## src/rtl/exec_pkg.sv

```systemverilog
// Shared EX-stage definitions: datapath widths, ALU opcodes and multiplier FSM states.
// Imported by execute_stage and mul_iter.
package exec_pkg;

  localparam int DATA_W = 16;
  localparam int REG_W  = 3;

  localparam logic [3:0] OP_ADD   = 4'd0;
  localparam logic [3:0] OP_SUB   = 4'd1;
  localparam logic [3:0] OP_AND   = 4'd2;
  localparam logic [3:0] OP_OR    = 4'd3;
  localparam logic [3:0] OP_XOR   = 4'd4;
  localparam logic [3:0] OP_NOR   = 4'd5;
  localparam logic [3:0] OP_SLL   = 4'd6;
  localparam logic [3:0] OP_SRL   = 4'd7;
  localparam logic [3:0] OP_SRA   = 4'd8;
  localparam logic [3:0] OP_SLT   = 4'd9;
  localparam logic [3:0] OP_PASSB = 4'd10;
  localparam logic [3:0] OP_MUL   = 4'd11;

  typedef enum logic [1:0] {
    ST_IDLE = 2'd0,
    ST_BUSY = 2'd1,
    ST_DONE = 2'd2
  } mul_state_t;

endpackage

```

## src/rtl/execute_stage_mul_iter.sv

```systemverilog
// Iterative 16x16 shift-add multiplier (low 16 bits), compiled only with EXEC_MUL_EN.
// start in IDLE -> 16 BUSY steps -> DONE for one cycle -> IDLE; sync active-low reset aborts.
`ifdef EXEC_MUL_EN
module mul_iter
  import exec_pkg::*;
(
  input  logic              clk,
  input  logic              reset,
  input  logic              start,
  input  logic [DATA_W-1:0] a,
  input  logic [DATA_W-1:0] b,
  output logic              done,
  output logic [DATA_W-1:0] product
);

  mul_state_t        r_state;
  logic [3:0]        r_cnt;
  logic [DATA_W-1:0] r_mcand;
  logic [DATA_W-1:0] r_mplier;
  logic [DATA_W-1:0] r_acc;
  logic              r_done;

  always_ff @(posedge clk) begin
    if (!reset) begin
      r_state  <= ST_IDLE;
      r_cnt    <= '0;
      r_mcand  <= '0;
      r_mplier <= '0;
      r_acc    <= '0;
      r_done   <= 1'b0;
    end else begin
      case (r_state)
        ST_IDLE: begin
          if (start) begin
            r_state  <= ST_BUSY;
            r_cnt    <= '0;
            r_mcand  <= a;
            r_mplier <= b;
            r_acc    <= '0;
          end
        end
        ST_BUSY: begin
          // Multiplicand bits shifted past bit 15 only affect the discarded high half.
          if (r_mplier[0]) r_acc <= r_acc + r_mcand;
          r_mcand  <= r_mcand << 1;
          r_mplier <= r_mplier >> 1;
          r_cnt    <= r_cnt + 4'd1;
          if (r_cnt == 4'd15) begin
            r_state <= ST_DONE;
            r_done  <= 1'b1;
          end
        end
        ST_DONE: begin
          r_state <= ST_IDLE;
          r_done  <= 1'b0;
        end
        default: begin
          r_state <= ST_IDLE;
          r_done  <= 1'b0;
        end
      endcase
    end
  end

  assign done    = r_done;
  assign product = r_acc;

endmodule
`endif

```

## src/rtl/execute_stage.sv

```systemverilog
// EX stage: combinational ALU plus the EX/MEM pipeline register; latency 1, one op per cycle.
// With EXEC_MUL_EN, MUL runs on mul_iter and holds decode via stall_ex for 17 cycles.
module execute_stage
  import exec_pkg::*;
(
  input  logic              clk,
  input  logic              reset,
  input  logic              valid_id,
  input  logic [3:0]        alu_op_id,
  input  logic [DATA_W-1:0] a_id,
  input  logic [DATA_W-1:0] b_id,
  input  logic [DATA_W-1:0] imm_id,
  input  logic              use_imm_id,
  input  logic              mem_en_id,
  input  logic              mem_rw_id,
  input  logic              mem_mux_sel_id,
  input  logic              wb_en_id,
  input  logic [REG_W-1:0]  rd_id,
  output logic              stall_ex,
  output logic [DATA_W-1:0] ans_ex,
  output logic [DATA_W-1:0] DM_data,
  output logic              mem_en_ex,
  output logic              mem_rw_ex,
  output logic              mem_mux_sel_ex,
  output logic              wb_en_ex,
  output logic [REG_W-1:0]  rd_ex,
  output logic              zero_ex
);

  logic [DATA_W-1:0] w_b_op;
  logic [3:0]        w_shamt;
  logic [DATA_W-1:0] w_alu;
  logic              w_accept;

  logic [DATA_W-1:0] r_ans;
  logic [DATA_W-1:0] r_dm;
  logic              r_mem_en;
  logic              r_mem_rw;
  logic              r_mem_mux_sel;
  logic              r_wb_en;
  logic [REG_W-1:0]  r_rd;
  logic              r_zero;

  assign w_b_op  = use_imm_id ? imm_id : b_id;
  assign w_shamt = w_b_op[3:0];

`ifdef EXEC_MUL_EN
  logic              w_mul_start;
  logic              w_mul_done;
  logic [DATA_W-1:0] w_mul_product;

  // mul_iter ignores start outside IDLE, so a held MUL does not restart while BUSY/DONE.
  assign w_mul_start = valid_id && (alu_op_id == OP_MUL);
  assign stall_ex    = w_mul_start && !w_mul_done;

  mul_iter u_mul_iter (
    .clk     (clk),
    .reset   (reset),
    .start   (w_mul_start),
    .a       (a_id),
    .b       (w_b_op),
    .done    (w_mul_done),
    .product (w_mul_product)
  );
`else
  assign stall_ex = 1'b0;
`endif

  always_comb begin
    w_alu = '0;
    case (alu_op_id)
      OP_ADD:   w_alu = a_id + w_b_op;
      OP_SUB:   w_alu = a_id - w_b_op;
      OP_AND:   w_alu = a_id & w_b_op;
      OP_OR:    w_alu = a_id | w_b_op;
      OP_XOR:   w_alu = a_id ^ w_b_op;
      OP_NOR:   w_alu = ~(a_id | w_b_op);
      OP_SLL:   w_alu = a_id << w_shamt;
      OP_SRL:   w_alu = a_id >> w_shamt;
      OP_SRA:   w_alu = $unsigned($signed(a_id) >>> w_shamt);
      OP_SLT:   w_alu = {{(DATA_W-1){1'b0}}, ($signed(a_id) < $signed(w_b_op))};
      OP_PASSB: w_alu = w_b_op;
`ifdef EXEC_MUL_EN
      OP_MUL:   w_alu = w_mul_product;
`endif
      default:  w_alu = '0;
    endcase
  end

  assign w_accept = valid_id && !stall_ex;

  // Bubbles clear only the side-effecting controls; data fields keep their last value.
  always_ff @(posedge clk) begin
    if (!reset) begin
      r_ans         <= '0;
      r_dm          <= '0;
      r_mem_en      <= 1'b0;
      r_mem_rw      <= 1'b0;
      r_mem_mux_sel <= 1'b0;
      r_wb_en       <= 1'b0;
      r_rd          <= '0;
      r_zero        <= 1'b0;
    end else if (w_accept) begin
      r_ans         <= w_alu;
      r_dm          <= b_id;
      r_mem_en      <= mem_en_id;
      r_mem_rw      <= mem_rw_id;
      r_mem_mux_sel <= mem_mux_sel_id;
      r_wb_en       <= wb_en_id;
      r_rd          <= rd_id;
      r_zero        <= (w_alu == '0);
    end else begin
      r_mem_en      <= 1'b0;
      r_mem_rw      <= 1'b0;
      r_mem_mux_sel <= 1'b0;
      r_wb_en       <= 1'b0;
    end
  end

  assign ans_ex         = r_ans;
  assign DM_data        = r_dm;
  assign mem_en_ex      = r_mem_en;
  assign mem_rw_ex      = r_mem_rw;
  assign mem_mux_sel_ex = r_mem_mux_sel;
  assign wb_en_ex       = r_wb_en;
  assign rd_ex          = r_rd;
  assign zero_ex        = r_zero;

endmodule
```

## config.mk

```make
export PLATFORM = sky130hd
export DESIGN_NAME = execute_stage
export DESIGN_NICKNAME = d
export VERILOG_FILES = /design/src/rtl/exec_pkg.sv /design/src/rtl/execute_stage_mul_iter.sv /design/src/rtl/execute_stage.sv
export SDC_FILE = /design/constraint.sdc
export NUM_CORES = 1
export LEC_CHECK = 0
export ABC_AREA = 1
export CAP_MARGIN = 10
export CELL_PAD_IN_SITES_DETAIL_PLACEMENT = 1
export CELL_PAD_IN_SITES_GLOBAL_PLACEMENT = 2
export CORE_MARGIN = 2
export CORE_UTILIZATION = 30
export CTS_CLUSTER_DIAMETER = 40
export DETAILED_ROUTE_END_ITERATION = 10
export PLACE_DENSITY_LB_ADDON = 0.1
export SYNTH_ARGS = -nofsm -noshare
export SYNTH_HDL_FRONTEND = slang
export SYNTH_SLANG_ARGS = --single-unit
export TNS_END_PERCENT = 100
```

## constraint.sdc

```tcl
create_clock -name clk -period 7.3 [get_ports clk]
set_input_delay 1.825 -clock clk [delete_from_list [all_inputs] [get_ports clk]]
set_output_delay 1.825 -clock clk [all_outputs]
set_load 0.01 [all_outputs]
```

# Yosys cells after proc, flatten, opt, wreduce, memory -nomap -nowiden
# Index checks and enable logic that the tools add are counted.
word_totals:
  reg_bits: 40
  latchBits: 0
  ram_bits: 0
  mem_bits_ro: 0
  in_bits: 63
  output_inout_bits: 41
  n_memories: 0
op_classes:
  n_addsub: 2
  n_mul: 0
  div_mod_pow: 0
  order_cmp: 1
  n_eq_ne: 10
  shift: 3
  muxes: 2
  n_bitwise: 4
  reduce_logical: 3
ops:
  columns: ["cell", "count"]
  rows:
  - ["$pmux 16 s11", 1]
  - ["$add 16x16->16", 1]
  - ["$and 16x16->16", 1]
  - ["$eq 4x3->1 const B", 4]
  - ["$logic_not 16->1", 1]
  - ["$lt 16x16->1", 1]
  - ["$mux 16", 1]
  - ["$not 16->16", 1]
  - ["$or 16x16->16", 1]
  - ["$shl 16x4->16", 1]
  - ["$shr 16x4->16", 1]
  - ["$sshr 16x4->16", 1]
  - ["$sub 16x16->16", 1]
  - ["$xor 16x16->16", 1]
  - ["$eq 4x4->1 const B", 3]
  - ["$eq 4x2->1 const B", 2]
  - ["$eq 4x1->1 const B", 1]
  - ["$logic_not 4->1", 1]
  - ["$reduce_and 2->1", 1]

# Logic depth before layout (Yosys ltp)
# Gate-level depths: netlist of the first run.
depth:
  ltp_word: 5
  depth_mapped: 22
  mapped_depth_nobuf: 21

# Worst setup path before layout of the first run
# OpenSTA, ideal clock, no wires.
synth_path:
  path_kind: "in2reg"
  startpoint: "in use_imm_id"
  endpoint: "reg r_zero (netlist: zero_ex)"
  arrival_ns: 4.058
  t_required_ns: 7.234
  slack_ns: 3.176
  path_stages: 19
  n_path_buf: 3
  cell_sequence: "buf_6 nand2_1 o21ai_2 buf_6 buf_2 ha_1 inv_2 or2_2 nand3_1 nand2_1 nand2_1 nand3_1 nand2_1 nor2_1 nor3_2 nand2_1 nor2_1 nand3_1 a21oi_2"
synth_via:
  elab_chain_cells: 5
  elab_cells_between_ends: 13
  cone_classes: "2 x add/sub; 1 x order compare; 3 x shift; 2 x mux; 4 x bitwise; 1 x reduce/logical"
synth_lines:
  columns: ["element", "line", "text"]
  rows:
  - ["start: declaration", "execute_stage.sv:13", "input logic use_imm_id,"]
  - ["$mux 16 *", "execute_stage.sv:44", "assign w_b_op = use_imm_id ? imm_id : b_id;"]
  - ["parallel branches: the longest is 2 deep, another holds $sub 16x16->16", null, null]
  - ["$pmux 16 s11 *", "execute_stage.sv:71", "case (alu_op_id)"]
  - ["$logic_not 16->1 *", "execute_stage.sv:111", "r_zero <= (w_alu == '0);"]
  - ["end signal: assignment", "execute_stage.sv:111", null]
  - ["end: declaration", "execute_stage.sv:42", "logic r_zero;"]
# Every way passes the cells marked *.
# A chain may end at the register's enable or synchronous reset.

# Worst setup path in the final report of the first run
# Ends and elaborated chain as after synthesis.

==> impl_metrics.yaml, run 1 <==
clock_network:
  cts-buffers-inserted: 5
  path_clk_slew_ps: 70
  ctsHoldBuffers: 0
  cts_setup_buffers: 0
  htree_levels: 2
  clk_latency_ps: 290
  cts_buffer_depth: 2
  root_buffer: "clkbuf_16"
  numClockSinks: 40
  ctsResizeCount: 0
  cts_tree: "yes"
run:
  maxCapViolations: 0
die:
  num_rows: 52
  start_util_pct: 30.7
  dieArea_mm2: 0.0219
  fp.coreArea_mm2: 0.0203
  die_w_um: 148
  ios: 104
  chipHeight_um: 148
worst_setup_path:
  path_max_fanout: 19
  timing.rr.end: "ans_ex[6]"
  end_kind: "flip-flop"
  worstSetupPathType: "primary input to flip-flop"
  cp-start-kind: "primary input"
  rr_worst_depth: 4
  r2r-start: "ans_ex[6]"
  cp.required_ps: 7530
  rrSetupSlack_ps: 6560
  worstPathArrival_ps: 5620
final_layout:
  multi_input_area_mm2: 0.00465
  layout.nets: 1326
  area_growth_pct: 21.1
  layout-drive-gt1-share_pct: 5.20
  num_antenna_cells: 0
  final_util_pct: 37.2
  seqCellArea_um2: 801
  fillCellCount: 2818
logic_synthesis:
  avgSynthCellArea_um2: 5.49
  synth_top_area_share_pct: 17.9
  syn_area_mm2: 0.00623
  synth.most_common_cell: "nand2_1"
  synth_fp_nets: 1252
  yosys.area.top_type: "nand2_1"
  async_flop_share_pct: 0
  synth_edf_count: 0
  yosysWarnings: 0
  synthCells: 1136
  synth_area_leaders: "nand2_1 18%, nand3_1 15%, dfxtp_1 13%, ha_1 10%, nor2_1 10%"
  synth_ff_type: "dfxtp_1"
  synth_common_cells: "297 x nand2_1, 193 x nand3_1, 167 x nor2_1"
  ys_ff_latch: 40
  yosysUniqueCellTypes: 39
  synth_seq_area_share_pct: 12.8
routing:
  vias_per_cell: 5.15
  wirelength_mm: 29.9
  top_layer_used: "met4"
  met1_length_mm: 14.3
  met3_length_mm: 1.31
  final_antenna_net_count: 0
  drtIter0Drc: 496
  wl_per_cell_um: 20.2
  via_count: 7621
  dr.pass1.iters: 6
  wl_met2_mm: 13.8
  post-route-drc-count: 0
global_route:
  grt_start_max_net_pins: 38
  grt_pass1_vias: 7761
  overflow: 0
  grt_first_pass_wirelength_mm: 45.8
  antenna_found_initial: 0
  grt_usage_pct: 27.0
timing:
  max_freq_mhz: 186
  rsz0062_at_grt: "false"
  final-hold-violation-count: 0
  finalSetupTns_ps: 0
  maxSlewViolCount: 0
  fin_crit_sh_pct: 73.8
  setup_slack_ps: 1910
  slew_headroom_pct: 19.5
  worst_pin_slew_ps: 1200
  setup_viol: 0
  finalClockSkew_ps: 0
  fin_crit_ps: 5390
place:
  gp_congestion: 0.935
  port_buffers: 102
  dpl_worst_slack_ps: 1630
  dp_hpwl_mm: 24.4
power_and_ir_drop:
  ir_drop_v: 0.000100
  p_leak_nw: 3.78
  power.density_mw_per_mm2: 134
worst_hold_path:
  hold_path_depth: 2
  min_from: "ans_ex[11]"
  hold_path_class: "flip-flop to flip-flop"
  whs_endpoint: "ans_ex[11]"
status:
  status: "finished, final reports clean"
## cell type report
| type | count | area share [%] |
|---|---|---|
| well taps | 270 | 4.48 |
| clock buffers | 6 | 1.84 |
| clock inverters | 2 | 0.199 |
| flip-flops and latches | 40 | 10.6 |
| inverters | 136 | 6.76 |
| multi-input cells | 915 | 61.6 |
| repair buffers | 112 | 14.5 |
## worst max-delay path, cell delays in order
cell	delay, ps
clkdlybuf4s50_1	590
inv_2	330
nand2_4	200
nand2_8	210
ha_1	210
inv_1	80
fa_1	410
inv_1	120
nand3_1	110
nand2_1	180
nand2_1	80
nand3_1	70
o21ai_0	90
nor2_1	300
nand4_1	280
nor2_1	150
nand2_1	60
nor2_1	90
nand3_1	110
a21oi_2	120
## layout by cell type, fill, tap and decap left out, types with 12 or more instances in the layout
| cell | n |
|---|---|
| a21oi_1 | 41 |
| clkdlybuf4s50_1 | 102 |
| dfxtp_1 | 40 |
| ha_1 | 51 |
| inv_1 | 129 |
| nand2_1 | 297 |
| nand2_2 | 12 |
| nand3_1 | 193 |
| nand4_1 | 15 |
| nor2_1 | 167 |
| o211ai_1 | 15 |
| o21ai_0 | 59 |
## worst max-delay path by stage
stage                          start  endpoint  slack [ps]  depth (start not counted)
after floorplan           use_imm_id   zero_ex        3180                         19
after global placement    use_imm_id   zero_ex        1660                         20
after detailed placement  use_imm_id   zero_ex        1630                         20
after CTS                 use_imm_id   zero_ex        1920                         20
after global routing      use_imm_id   zero_ex        1590                         20
final                     use_imm_id   zero_ex        1910                         20
## registers in the layout (all words and copies together), names as in the netlist
name            cells
rd_ex               3
ans_ex             16
DM_data            16
mem_en_ex           1
mem_rw_ex           1
wb_en_ex            1
mem_mux_sel_ex      1
zero_ex             1
## metrics by stage
stage / instances / cell area, µm² / total power [W] / hold WS, ps
detailed placement: 1473 / 7390 / 0.000777 / 473
global placement: 1473 / 7390 / 0.000777 / 470
CTS: 1481 / 7550 / 0.00102 / 495
global route: 1481 / 7550 / 0.00109 / 521
finish: 1481 / 7550 / 0.00101 / 488
floorplan: 1136 / 6230 / 0.000577 / 502
## power by group
part / leakage, nW / switching, W / internal (W)
Clock: 0.0691 / 0.0000987 / 0.000136
Sequential: 0.331 / 0.00000881 / 0.000234
Combinational: 3.38 / 0.000354 / 0.000182
Total: 3.78 / 0.000462 / 0.000552
## routing by layer
metal / up-vias / global-route usage, %
li1: 3830 / -
met1: 3567 / 37.4
met2: 203 / 45.8
met3: 21 / 2.61
met4: 0 / 5.62
met5: - / 0
## logic make-up after synthesis
family	Yosys count	share of synthesized area [%]
AOI/OAI and AO/OA	137	12.4
xor gates and xnor gates	1	0.141
adders and majority gates	53	10.9
buffers and inverters	181	12.5
DFF	40	12.8
other	1	0.0602
and+or+nand+nor	723	51.2
(Power assumes the default switching activity.)
==> run 2, diff against run 1 <==
- CORE_UTILIZATION: 30 -> 25
- clock period: 7.3 -> 4.5 ns (I/O delays scaled with it)
==> impl_metrics.yaml, run 2 (synthesized netlist as in run 1, its figures left out) <==
clock_network:
  ctsResizeCount: 0
  cts_buffer_depth: 2
  clk_latency_ps: 290
  cts-buffers-inserted: 5
  numClockSinks: 40
  ctsHoldBuffers: 0
  path_clk_slew_ps: 60
  cts_tree: "yes"
  htree_levels: 2
  cts_setup_buffers: 0
  root_buffer: "clkbuf_16"
worst_setup_path:
  r2r-start: "ans_ex[3]"
  rrSetupSlack_ps: 3760
  critical-path-top-delay-family: "simple AND/OR/NAND/NOR gates"
  cpMostUsedCell: "nand2_1"
  cp_num_buf_inv: 5
  cp_slowest_cell: "clkdlybuf4s50_1"
  end_kind: "flip-flop"
  worstPathArrival_ps: 4530
  worstSetupPathType: "primary input to flip-flop"
  rr_worst_depth: 4
  cp-start-kind: "primary input"
  cpPeakStageDelay_ps: 450
  path_max_fanout: 11
  cp.required_ps: 4730
  timing.rr.end: "ans_ex[3]"
  cp_cell_sequence: "clkdlybuf4s50_1 > buf_4 > inv_2 > buf_12 > or2_2 > o21ai_2 > ha_1 > buf_4 > o21ai_0 > a21oi_1 > nand2_1 > nand2_1 > nand3_1 > nand3_1 > nor2_2 > nand2_1 > nor2_1 > nand2_1 > nor2_1 > nand3_1 > a21oi_2"
worst_hold_path:
  min_from: "ans_ex[11]"
  hold_path_class: "flip-flop to flip-flop"
  hold_path_depth: 2
  whs_endpoint: "ans_ex[11]"
timing:
  max_freq_mhz: 233
  maxSlewViolCount: 0
  slew_headroom_pct: 44.5
  rsz0062_at_grt: "false"
  finalClockSkew_ps: 0
  final-hold-violation-count: 0
  worst_pin_slew_ps: 832
  setup_viol: 0
  fin_crit_ps: 4300
  fin_crit_sh_pct: 95.5
  setup_slack_ps: 201
power_and_ir_drop:
  total_power_w: 0.00178
  power.density_mw_per_mm2: 219
  ir_drop_v: 0.000243
  p_leak_nw: 4.11
final_layout:
  final_cells: 1598
  layout.nets: 1389
  area_growth_pct: 30.5
  mostFrequentLayoutCells: "297 x nand2_1, 193 x nand3_1, 167 x nor2_1"
  layout_commonest_cell: "nand2_1"
  layout-drive-gt1-share_pct: 9.89
  stdcell_area_mm2: 0.00813
  num_antenna_cells: 0
routing:
  post-route-drc-count: 0
  vias_per_cell: 4.96
  final_antenna_net_count: 0
  dr.pass1.iters: 5
  wirelength_mm: 31.7
  via_count: 7924
  drtIter0Drc: 595
  wl_per_cell_um: 19.9
die:
  start_util_pct: 25.6
  num_rows: 57
  fp.coreArea_mm2: 0.0244
  ios: 104
  die_w_um: 162
  chipHeight_um: 162
  dieArea_mm2: 0.0262
global_route:
  grt_first_pass_wirelength_mm: 48.8
  grt_usage_pct: 24.2
  antenna_found_initial: 0
  grt_start_max_net_pins: 39
  grt_pass1_vias: 8192
  overflow: 0
place:
  gp_congestion: 0.910
  place_area_mm2: 0.00796
  dpl_worst_slack_ps: -87.0
  dp_hpwl_mm: 26.6
  port_buffers: 102
  dp.cells: 1590
status:
  status: "finished, final reports clean"
run:
  maxCapViolations: 0
[run 2: report_power, final]
group / switching [W] / total [W] / internal (W)
logic: 0.000599 / 0.000960 / 0.000361
clock network: 0.000154 / 0.000432 / 0.000278
registers: 0.0000130 / 0.000392 / 0.000379
total: 0.000766 / 0.00178 / 0.00102
[run 2: layout make-up]
type,instances,area (µm²)
Multi-Input combinational cell,915,4660
Clock buffer,6,139
Tap cell,324,405
Inverter,136,510
Timing Repair Buffer,175,1580
Fill cell,3327,16300
Clock inverter,2,38.8
Sequential cell,40,801
[run 2: worst reg2reg max path, cell delays in order (launching register included)]
cell and delay [ps]:
dfxtp_1 360, nor2_1 50, nor2_1 100, o21ai_0 100
inv_1 90
[run 2: metrics by stage]
stage / hold slack [ps] / TNS (ps) / utilization, %
after floorplan: 502 / 0 / -
after global placement: 471 / -107 / 32.6
after detailed placement: 474 / -87.0 / 32.6
after CTS: 491 / 0 / 33.3
after global routing: 527 / 0 / 33.3
final: 488 / 0 / 33.3
[run 2: how the worst max path moves through the flow]
stage                     cells past startpoint      end  slack [ps]       start
after floorplan                              19  zero_ex        1080  use_imm_id
after global placement                       22  zero_ex        -110  use_imm_id
after detailed placement                     21  zero_ex         -90  use_imm_id
after CTS                                    21  zero_ex         210  use_imm_id
after global routing                         23  zero_ex          30  use_imm_id
final                                        21  zero_ex         200  use_imm_id
[run 2: metal layers]
layer | routed length (µm) | global-route usage (%)
met5 | 0 | 0
met4 | 752 | 6.32
met3 | 1510 | 2.83
met2 | 14200 | 40.1
met1 | 15300 | 33.4
